<file path="src/rtl/vga_pkg.sv">
// vga_pkg: default 640x480 timing, FIFO sizing and
// the PPU pixel byte layout shared by the scanout block.
package vga_pkg;

  localparam int VGA_H_ACTIVE = 640;
  localparam int VGA_H_FP     = 16;
  localparam int VGA_H_SYNC   = 96;
  localparam int VGA_H_BP     = 48;
  localparam int VGA_H_TOTAL  = VGA_H_ACTIVE + VGA_H_FP
                              + VGA_H_SYNC + VGA_H_BP;

  localparam int VGA_V_ACTIVE = 480;
  localparam int VGA_V_FP     = 10;
  localparam int VGA_V_SYNC   = 2;
  localparam int VGA_V_BP     = 33;
  localparam int VGA_V_TOTAL  = VGA_V_ACTIVE + VGA_V_FP
                              + VGA_V_SYNC + VGA_V_BP;

  localparam logic VGA_HS_POL = 1'b0;
  localparam logic VGA_VS_POL = 1'b0;

  localparam int VGA_HSCALE     = 4;
  localparam int VGA_FIFO_DEPTH = 16;

  localparam int R_LSB = 6;
  localparam int G_LSB = 4;
  localparam int B_LSB = 2;

  // Field order mirrors R_LSB/G_LSB/B_LSB; pad is never shown.
  typedef struct packed {
    logic [1:0] r;
    logic [1:0] g;
    logic [1:0] b;
    logic [1:0] pad;
  } pix_t;

  typedef struct packed {
    logic [1:0] r;
    logic [1:0] g;
    logic [1:0] b;
  } rgb_t;

endpackage

</file>
<file path="src/rtl/vga_scanout_if.sv">
// vga_scanout_if: PPU byte stream into the scanout,
// stb held by the producer until the one-cycle ack.
interface vga_scanout_if;

  logic [7:0] in_data;
  logic       in_stb;
  logic       in_ack;

  modport master (
    output in_data,
    output in_stb,
    input  in_ack
  );

  modport slave (
    input  in_data,
    input  in_stb,
    output in_ack
  );

endinterface

</file>
<file path="src/rtl/byte_fifo.sv">
// byte_fifo: synchronous FIFO, combinational read of head,
// pushes on full and pops on empty are ignored.
module byte_fifo #(
  parameter int DEPTH = 16,
  parameter int W     = 8
) (
  input  logic         clk,
  input  logic         rst,
  input  logic         push,
  input  logic         pop,
  input  logic [W-1:0] wdata,
  output logic [W-1:0] rdata,
  output logic         full,
  output logic         empty
);

  localparam int AW = $clog2(DEPTH);
  localparam int CW = AW + 1;

  logic [W-1:0]  mem [DEPTH];
  logic [AW-1:0] wr_ptr;
  logic [AW-1:0] rd_ptr;
  logic [CW-1:0] count;
  logic          do_push;
  logic          do_pop;

  assign full    = count == CW'(DEPTH);
  assign empty   = count == '0;
  assign do_push = push && !full;
  assign do_pop  = pop && !empty;
  assign rdata   = mem[rd_ptr];

  always_ff @(posedge clk or posedge rst) begin
    if (rst) begin
      wr_ptr <= '0;
      rd_ptr <= '0;
      count  <= '0;
    end else begin
      if (do_push) wr_ptr <= wr_ptr + AW'(1);
      if (do_pop)  rd_ptr <= rd_ptr + AW'(1);
      count <= count + CW'(do_push) - CW'(do_pop);
    end
  end

  always_ff @(posedge clk) begin
    if (do_push) mem[wr_ptr] <= wdata;
  end

endmodule

</file>
<file path="src/rtl/vga_scanout.sv">
// vga_scanout: buffers the PPU byte stream and scans it out
// as VGA with HSCALE-wide pixels and a per-frame PPU sync.
module vga_scanout
  import vga_pkg::*;
#(
  parameter int   H_ACTIVE   = VGA_H_ACTIVE,
  parameter int   H_FP       = VGA_H_FP,
  parameter int   H_SYNC     = VGA_H_SYNC,
  parameter int   H_BP       = VGA_H_BP,
  parameter int   V_ACTIVE   = VGA_V_ACTIVE,
  parameter int   V_FP       = VGA_V_FP,
  parameter int   V_SYNC     = VGA_V_SYNC,
  parameter int   V_BP       = VGA_V_BP,
  parameter logic HS_POL     = VGA_HS_POL,
  parameter logic VS_POL     = VGA_VS_POL,
  parameter int   HSCALE     = VGA_HSCALE,
  parameter int   FIFO_DEPTH = VGA_FIFO_DEPTH
) (
  input  logic       clk,
  input  logic       rst,
  vga_scanout_if.slave pix,
  input  logic       clr_uflow,
  output logic       frame_sync,
  output logic [1:0] vga_r,
  output logic [1:0] vga_g,
  output logic [1:0] vga_b,
  output logic       vga_hs,
  output logic       vga_vs,
  output logic       active,
  output logic       underflow
);

  localparam int H_TOTAL = H_ACTIVE + H_FP + H_SYNC + H_BP;
  localparam int V_TOTAL = V_ACTIVE + V_FP + V_SYNC + V_BP;
  localparam int HW = $clog2(H_TOTAL);
  localparam int VW = $clog2(V_TOTAL);
  localparam int RW = (HSCALE > 1) ? $clog2(HSCALE) : 1;

  localparam int HS_BEG = H_ACTIVE + H_FP;
  localparam int HS_END = HS_BEG + H_SYNC;
  localparam int VS_BEG = V_ACTIVE + V_FP;
  localparam int VS_END = VS_BEG + V_SYNC;

  logic [HW-1:0] hcnt;
  logic [VW-1:0] vcnt;
  logic [RW-1:0] rep;

  logic       h_end;
  logic       v_end;
  logic       vis;
  logic       fetch;
  logic       pop;
  logic       accept;
  logic       hs_on;
  logic       vs_on;
  logic       full;
  logic       empty;
  logic [7:0] rd_byte;
  pix_t       rd;
  rgb_t       rgb;
  logic       pad_unused;

  assign h_end = hcnt == HW'(H_TOTAL - 1);
  assign v_end = vcnt == VW'(V_TOTAL - 1);

  assign vis = (hcnt < HW'(H_ACTIVE))
            && (vcnt < VW'(V_ACTIVE));

  assign fetch  = vis && (rep == '0);
  assign pop    = fetch && !empty;

  // Blocking on in_ack keeps a held stb from writing twice.
  assign accept = pix.in_stb && !full && !pix.in_ack;

  assign hs_on = (hcnt >= HW'(HS_BEG))
              && (hcnt < HW'(HS_END));
  assign vs_on = (vcnt >= VW'(VS_BEG))
              && (vcnt < VW'(VS_END));

  assign rd         = pix_t'(rd_byte);
  assign pad_unused = ^rd.pad;

  byte_fifo #(
    .DEPTH (FIFO_DEPTH),
    .W     (8)
  ) u_fifo (
    .clk   (clk),
    .rst   (rst),
    .push  (accept),
    .pop   (pop),
    .wdata (pix.in_data),
    .rdata (rd_byte),
    .full  (full),
    .empty (empty)
  );

  always_ff @(posedge clk or posedge rst) begin
    if (rst) begin
      hcnt <= '0;
      vcnt <= '0;
      rep  <= '0;
    end else begin
      hcnt <= h_end ? '0 : hcnt + HW'(1);
      if (h_end) begin
        vcnt <= v_end ? '0 : vcnt + VW'(1);
      end
      if (vis && rep != RW'(HSCALE - 1)) begin
        rep <= rep + RW'(1);
      end else begin
        rep <= '0;
      end
    end
  end

  always_ff @(posedge clk or posedge rst) begin
    if (rst) begin
      pix.in_ack <= 1'b0;
      frame_sync <= 1'b0;
      rgb        <= '0;
      active     <= 1'b0;
      underflow  <= 1'b0;
      vga_hs     <= ~HS_POL;
      vga_vs     <= ~VS_POL;
    end else begin
      pix.in_ack <= accept;
      frame_sync <= (hcnt == '0)
                 && (vcnt == VW'(V_ACTIVE));
      active     <= vis;
      vga_hs     <= hs_on ? HS_POL : ~HS_POL;
      vga_vs     <= vs_on ? VS_POL : ~VS_POL;
      unique case (1'b1)
        !vis:            rgb <= '0;
        pop:             rgb <= '{r: rd.r,
                                  g: rd.g,
                                  b: rd.b};
        fetch && empty:  rgb <= '0;
        default:         rgb <= rgb;
      endcase
      if (clr_uflow) begin
        underflow <= 1'b0;
      end else if (fetch && empty) begin
        underflow <= 1'b1;
      end
    end
  end

  assign vga_r = rgb.r;
  assign vga_g = rgb.g;
  assign vga_b = rgb.b;

endmodule
</file>
<file path="src/flat_wrapper.sv">
// flat-port wrapper written by rule: the top's interface ports become plain ports
module vga_scanout_flat import vga_pkg::*;
#(
  parameter int   H_ACTIVE   = VGA_H_ACTIVE,
  parameter int   H_FP       = VGA_H_FP,
  parameter int   H_SYNC     = VGA_H_SYNC,
  parameter int   H_BP       = VGA_H_BP,
  parameter int   V_ACTIVE   = VGA_V_ACTIVE,
  parameter int   V_FP       = VGA_V_FP,
  parameter int   V_SYNC     = VGA_V_SYNC,
  parameter int   V_BP       = VGA_V_BP,
  parameter logic HS_POL     = VGA_HS_POL,
  parameter logic VS_POL     = VGA_VS_POL,
  parameter int   HSCALE     = VGA_HSCALE,
  parameter int   FIFO_DEPTH = VGA_FIFO_DEPTH
)
  (clk, rst, clr_uflow, frame_sync, vga_r, vga_g, vga_b, vga_hs, vga_vs, active, underflow, pix_in_data, pix_in_stb, pix_in_ack);
  vga_scanout_if pix_i ();
  input  logic clk;
  input  logic rst;
  input  logic clr_uflow;
  output logic frame_sync;
  output logic [1:0] vga_r;
  output logic [1:0] vga_g;
  output logic [1:0] vga_b;
  output logic vga_hs;
  output logic vga_vs;
  output logic active;
  output logic underflow;
  input wire logic [$bits(pix_i.in_data)-1:0] pix_in_data;
  input wire logic [$bits(pix_i.in_stb)-1:0] pix_in_stb;
  output wire logic [$bits(pix_i.in_ack)-1:0] pix_in_ack;
  assign pix_i.in_data = pix_in_data;
  assign pix_i.in_stb = pix_in_stb;
  assign pix_in_ack = pix_i.in_ack;
  vga_scanout #(.H_ACTIVE(H_ACTIVE), .H_FP(H_FP), .H_SYNC(H_SYNC), .H_BP(H_BP), .V_ACTIVE(V_ACTIVE), .V_FP(V_FP), .V_SYNC(V_SYNC), .V_BP(V_BP), .HS_POL(HS_POL), .VS_POL(VS_POL), .HSCALE(HSCALE), .FIFO_DEPTH(FIFO_DEPTH)) u_core (.clk(clk), .rst(rst), .pix(pix_i), .clr_uflow(clr_uflow), .frame_sync(frame_sync), .vga_r(vga_r), .vga_g(vga_g), .vga_b(vga_b), .vga_hs(vga_hs), .vga_vs(vga_vs), .active(active), .underflow(underflow));
endmodule
</file>
<file path="config.mk">
export PLATFORM = sky130hd
export DESIGN_NAME = vga_scanout_flat
export DESIGN_NICKNAME = d
export VERILOG_FILES = /design/src/rtl/vga_pkg.sv /design/src/rtl/vga_scanout_if.sv /design/src/rtl/byte_fifo.sv /design/src/rtl/vga_scanout.sv /design/src/flat_wrapper.sv
export SDC_FILE = /design/constraint.sdc
export NUM_CORES = 1
export LEC_CHECK = 0
export ABC_AREA = 1
export CAP_MARGIN = 25
export CORE_MARGIN = 1
export CORE_UTILIZATION = 40
export DETAILED_ROUTE_END_ITERATION = 16
export SLEW_MARGIN = 10
export SYNTH_ARGS = -nofsm -noshare
export SYNTH_HDL_FRONTEND = slang
export SYNTH_SLANG_ARGS = --single-unit
export TNS_END_PERCENT = 1
</file>
<file path="constraint.sdc">
create_clock -name clk -period 2.5 [get_ports clk]
set_input_delay 0.375 -clock clk [delete_from_list [all_inputs] [get_ports clk]]
set_output_delay 0.375 -clock clk [all_outputs]
set_load 0.01 [all_outputs]
</file>
# [After elaboration in Yosys (flattened, before gate mapping)]
# Memory sizes are Yosys's and may differ from the RTL's.
# Cells that the tools add are included.
[totals] n_memories=1 reg_bits=47 wordCells=66 out_inout_bits=12 ramBits=128 input_bits=12
[memory_table] name="u_core.u_fifo.mem" words=16 word_bits=8 read_ports=1 rd_clocked_by_memory_dff=0 wr=1 line_no="byte_fifo.sv:20" rtl="logic [W-1:0] mem [DEPTH];"
[classes] mux=10 order_cmp=6 reduce_logical=22 n_addsub=7 eq_ne=5
[op_table] operator="$add 10x1->10 const B" count=2
[op_table] operator="$eq 10x10->1 const B" count=2
[op_table] operator="$lt 10x10->1 const B" count=2
[op_table] operator="$lt 10x9->1 const B" count=2
[op_table] operator="$mux 10" count=2
[op_table] operator="$logic_and 1x1->1" count=12
[op_table] operator="$pmux 6 s2" count=1
[op_table] operator="$eq 10x9->1 const B" count=1
[op_table] operator="$ge 10x10->1 const B" count=1
[op_table] operator="$ge 10x9->1 const B" count=1
[op_table] operator="$logic_not 10->1" count=1
[op_table] operator="$add 4x1->4 const B" count=2
[op_table] operator="$mux 1" count=6
[op_table] operator="$add 5x1->5" count=1
[op_table] operator="$eq 5x5->1 const B" count=1
[op_table] operator="$logic_not 5->1" count=1
[op_table] operator="$sub 5x1->5" count=1
[op_table] operator="$logic_not 1->1" count=4
[op_table] operator="$reduce_bool 2->1" count=2
[op_table] operator="$add 2x1->2 const B" count=1
[op_table] operator="$logic_not 2->1" count=1
[op_table] operator="$mux 2" count=1
[op_table] operator="$ne 2x2->1 const B" count=1
[op_table] operator="$reduce_or 2->1" count=1

# [Depth between registers and ports, before layout]
[depth] depth_word=7 ltp_mapped=14 mapped_depth_nobuf=13

# [By module]
# A second synthesis with hierarchy kept.
[unflattened] hier_cells=811 area_unflattened_um2=7943.9
[by_module_without_submodules] module="byte_fifo" cells_per_inst=601 n_inst=1 area_per_inst_um2=6192.2 seq_area_each_um2=4169.0
[by_module_without_submodules] module="vga_scanout" cells_per_inst=210 n_inst=1 area_per_inst_um2=1751.7 seq_area_each_um2=853.3

# [Least setup slack after synthesis]
# Ideal clock, no wire load.
[synth_timing] kind="reg-to-reg" from="register u_core.u_fifo.count[3]" to="register u_core.u_fifo.count[4]" setup_slack_ns=0.056 synth_period_minus_slack_ns=2.444 setup_time_ns=0.128 arrival_time_ns=2.317 t_required_ns=2.372 n_path_buf=1 path_stages_with_launch=15 cell_sequence="dfrtp_1 -> inv_1 -> ha_1 -> nand3_1 -> nand4_4 -> inv_2 -> buf_6 -> ha_1 -> inv_1 -> ha_1 -> inv_1 -> fa_1 -> o21ai_0 -> a21oi_1 -> xor2_1"
[synth_between] elab_cells_between_ends=11 cone_classes="add/sub (2); eq/ne (1); reduce/logical (8)"
[synth_lines] element="from (decl)" line_no="byte_fifo.sv:23" rtl="logic [CW-1:0] count;"
[synth_lines] element="from (signal assigned)" line_no="byte_fifo.sv:41" rtl="count <= count + CW'(do_push) - CW'(do_pop);"
[synth_lines] element="$logic_not 5->1 *" line_no="byte_fifo.sv:28" rtl="assign empty = count == '0;"
[synth_lines] element="$logic_not 1->1 *" line_no="byte_fifo.sv:30, vga_scanout.sv:70"
[synth_lines] element="$logic_and 1x1->1" line_no="vga_scanout.sv:70" rtl="assign pop = fetch && !empty;"
[synth_lines] element="$logic_and 1x1->1 *" line_no="byte_fifo.sv:30" rtl="assign do_pop = pop && !empty;"
[synth_lines] element="net u_core.u_fifo.do_pop" line_no="byte_fifo.sv:25" rtl="logic do_pop;"
[synth_lines] element="$sub 5x1->5 *" line_no="byte_fifo.sv:41"
# The timed path passes the listed nets; every way through them passes the cells marked *.
# A chain may end at the register's enable or synchronous reset.

# [Final worst setup path]
[layout_timing] from="register u_core.u_fifo.count[2]" to="register u_core.u_fifo.count[4]"
[layout_between] elab_chain_cells=7 elab_cells_between_ends=11 cone_classes="add/sub (2); eq/ne (1); reduce/logical (8)"
[layout_rtl] element="$eq 5x5->1" line_no="byte_fifo.sv:27" rtl="assign full = count == CW'(DEPTH);"
[layout_rtl] element="$logic_not 1->1" line_no="byte_fifo.sv:29, vga_scanout.sv:73"
[layout_rtl] element="$logic_and 1x1->1 (2 in series)" line_no="vga_scanout.sv:73" rtl="assign accept = pix.in_stb && !full && !pix.in_ack;"
[layout_rtl] element="$logic_and 1x1->1" line_no="byte_fifo.sv:29" rtl="assign do_push = push && !full;"
[layout_rtl] element="$add 5x1->5" line_no="byte_fifo.sv:41"
[layout_rtl] element="$sub 5x1->5 *" line_no="byte_fifo.sv:41"
# Every way passes the cells marked *; elsewhere a longest branch is shown, timed or not.

==> impl_metrics.yaml <==
critical_path:
  max_stage_delay_ns: 0.39
  arrival_ns: 2.64
  timing.rr.end: "u_core.u_fifo.count[4]$_DFF_PP0_"
  path_common_cell: "inv_1"
  crit_type: "reg -> reg"
  crit_slowest_cell: "dfrtp_1"
  worst-r2r-cell-count: 13
  reg2reg_slack_ns: 0.17
  r2r-start: "u_core.u_fifo.count[2]$_DFF_PP0_"
  cp.required_ns: 2.80
  startpoint_type: "flop"
  path_cells: "inv_1 -> ha_2 -> nand3_4 -> nand4_4 -> inv_2 -> ha_1 -> inv_1 -> ha_1 -> inv_1 -> fa_2 -> o21ai_1 -> a21oi_1 -> xor2_1"
  end_kind: "flop"
  cp_max_fo: 2
clocking:
  cts-buffers-inserted: 17
  cts_sinks: 143
  cts_tree: "built"
  clkLatencyLatePin_ns: 0.43
  post_cts_buffers: 0
  clk_pin_slew_ns: 0.06
  clockBufferDepth: 2
  htreeDepth: 4
  clock_tree.root_cell: "clkbuf_16"
routing:
  viasPerCell: 4.89
  top_layer_used: "met4"
  wl_met1_um: 6320
  drc: 0
  vias: 4349
  drt_iter0_markers: 316
  met2WireLength_um: 6520
  postRouteAntennaNets: 0
  wl_per_cell_um: 15.3
  met3_length_um: 535
  wl_um: 13600
  dr.pass1.iters: 6
cells_and_area:
  multi_input_area_sq_um: 2020
  final_util: 0.479
  fill_cells: 1418
  nets: 691
  area_growth_pct: 17.6
  layout-drive-gt1-share: 0.123
  antenna_cells: 0
  seqCellArea_sq_um: 4060
yosys:
  synth_enable_flop_cells: 96
  async_flop_share: 0.329
  synth_area_leader_cell: "edfxtp_1"
  avgSynthCellArea_sq_um: 10.5
  netlist_instances: 616
  synth.top_cell.area_share: 0.447
  yosys-top-cells-area: "edfxtp_1 (45%), dfrtp_1 (17%), nand2_1 (8.3%)"
  synth_warnings: 0
  synth_cell_type_count: 37
  ys_seq_area_frac: 0.630
  yosysMostFrequentCell: "nand2_1"
  synthTopCellsByCount: "nand2_1 (143), nand3_1 (98), edfxtp_1 (96), inv_1 (62), nor2_1 (47)"
  syn_area_sq_um: 6440
  ys_seq_elements: 143
  syn-num-nets: 646
  ys.flop_type: "edfxtp_1"
global_route:
  grt-ovfl-total: 0
  grt_antenna_before_repair: 0
  grt_max_degree: 52
  grtUsageTotal: 0.178
  grt_pass1_wl_um: 21800
  grt_pass1_vias: 4148
timing:
  max_clock_freq_mhz: 429
  max-slew-margin-rel: 0.524
  clock_skew_ns: 0.00787
  tightest_slew_ns: 0.711
  setup_tns_ns: 0
  finalCriticalPeriod_ns: 2.33
  finalHoldViolCount: 0
  finalMaxSlewViolations: 0
  rsz0062_at_grt: "false"
  report.final.setup_viol: 0
  min_period_over_period: 0.933
die:
  die_w_um: 129
  io-pin-count: 24
  die_h_um: 129
  initial_core_util: 0.407
  dieArea_sq_um: 16600
  rows: 46
  core_area_sq_um: 15800
pwr:
  peakVddDrop_mv: 0.561
  cellPowerDensity_nw_per_um2: 988
  p_leak_nw: 3.15
status:
  status: "completed"
worst_hold_path:
  holdCritPathClass: "in -> async"
placement:
  dpl.hpwl_um: 9150
  globalplace.congestion: 0.791
  portBuffers: 21
run:
  maxCapViolations: 0
state kept, by name (all words and copies together), names as in the netlist:
name                  flops
u_core.active             1
u_core.frame_sync         1
u_core.hcnt              10
u_core.pix.in_ack         1
u_core.rep                2
u_core.u_fifo.count       5
u_core.u_fifo.mem        96
u_core.u_fifo.rd_ptr      4
u_core.u_fifo.wr_ptr      4
u_core.underflow          1
u_core.vcnt              10
u_core.vga_b              2
u_core.vga_g              2
u_core.vga_hs             1
u_core.vga_r              2
u_core.vga_vs             1
layout make-up:
class	instances	area share
clock inverters	11	0.0154
clock buffers	21	0.0595
multi-input cells	385	0.267
inverters	67	0.0332
well taps	216	0.0357
repair buffers	47	0.0535
flip-flops and latches	143	0.536
worst max-delay path, delay by kind of cell, from the launching register on:
family                     cells  cell delay (ns)
buffers and inverters          4             0.25
AOI/OAI and AO/OA              2             0.22
and+or+nand+nor                2             0.22
DFF                            1             0.39
adders and majority gates      4             0.98
xor gates and xnor gates       1             0.14
power by group:
group | switching, W | leakage [nW] | internal (W)
clock network | 0.000934 | 0.275 | 0.00149
registers | 0.000166 | 1.45 | 0.00280
logic | 0.00134 | 1.42 | 0.000751
per-stage QoR:
| stage | area [sq um] | hold WS, ns | std cells | total power [W] | setup WS, ns |
|---|---|---|---|---|---|
| 6_report | 7580 | 0.326 | 890 | 0.00748 | 0.169 |
| 5_1_grt | 7580 | 0.379 | 890 | 0.00791 | 0.0151 |
| 4_1_cts | 7560 | 0.344 | 890 | 0.00754 | 0.00514 |
| 3_5_place_dp | 6990 | 0.473 | 858 | 0.00510 | -0.0430 |
| 3_3_place_gp | 6990 | 0.438 | 858 | 0.00502 | 0.0373 |
| 2_1_floorplan | 6440 | 0.429 | 616 | 0.00442 | 0.0556 |
cells in the final DEF, fill, tap and decap left out, types with 2 or more instances in the layout:
cell type / count
dfstp_2: 2
ha_1: 16
nor4_1: 3
nand2_1: 143
a21oi_2: 3
clkbuf_16: 17
buf_4: 26
nand4_4: 2
nand4_1: 6
o21ai_1: 3
nor2_1: 46
nor3_1: 9
clkdlybuf4s50_1: 21
dfrtp_1: 45
bufinv_16: 2
o21ai_0: 13
nor2_4: 3
clkbuf_1: 3
xor2_1: 14
clkinv_2: 4
inv_1: 61
a21oi_1: 6
xnor2_1: 2
edfxtp_1: 96
nand2_2: 4
inv_2: 6
nor2_2: 2
nand3_1: 97
clkinvlp_4: 2
worst max path at each step:
stage                                     startpoint                                to  slack, ns  cells after the start
global route        u_core.u_fifo.count[2]$_DFF_PP0_  u_core.u_fifo.count[4]$_DFF_PP0_       0.02                     13
CTS                 u_core.u_fifo.count[2]$_DFF_PP0_  u_core.u_fifo.count[4]$_DFF_PP0_      0.005                     13
floorplan           u_core.u_fifo.count[3]$_DFF_PP0_  u_core.u_fifo.count[4]$_DFF_PP0_       0.06                     14
finish              u_core.u_fifo.count[2]$_DFF_PP0_  u_core.u_fifo.count[4]$_DFF_PP0_       0.17                     13
detailed placement  u_core.u_fifo.count[2]$_DFF_PP0_  u_core.u_fifo.count[4]$_DFF_PP0_      -0.04                     13
global placement                          pix_in_stb  u_core.u_fifo.count[4]$_DFF_PP0_       0.04                     10
routing by layer:
metal,vias up,track usage
met3,19,0.0349
met2,111,0.288
met1,2065,0.230
met5,-,0
li1,2154,-
met4,0,0.0886
cell families after synthesis:
family          Yosys count  synth area share
buf+inv                  88            0.0590
xor+xnor                 16            0.0218
fa+ha+maj                18            0.0361
flops                   143             0.630
simple gates            321             0.225
compound gates           30            0.0272
repair_timing:
item / in CTS / in global routing
resized for setup: 1 / 5
setup endpoints to repair: 1 / 1
endpoints found under the hold margin: 0 / 0
pin swaps: 0 / 2
hold buffers: 0 / 0
Power figures use the tool's default switching activity.
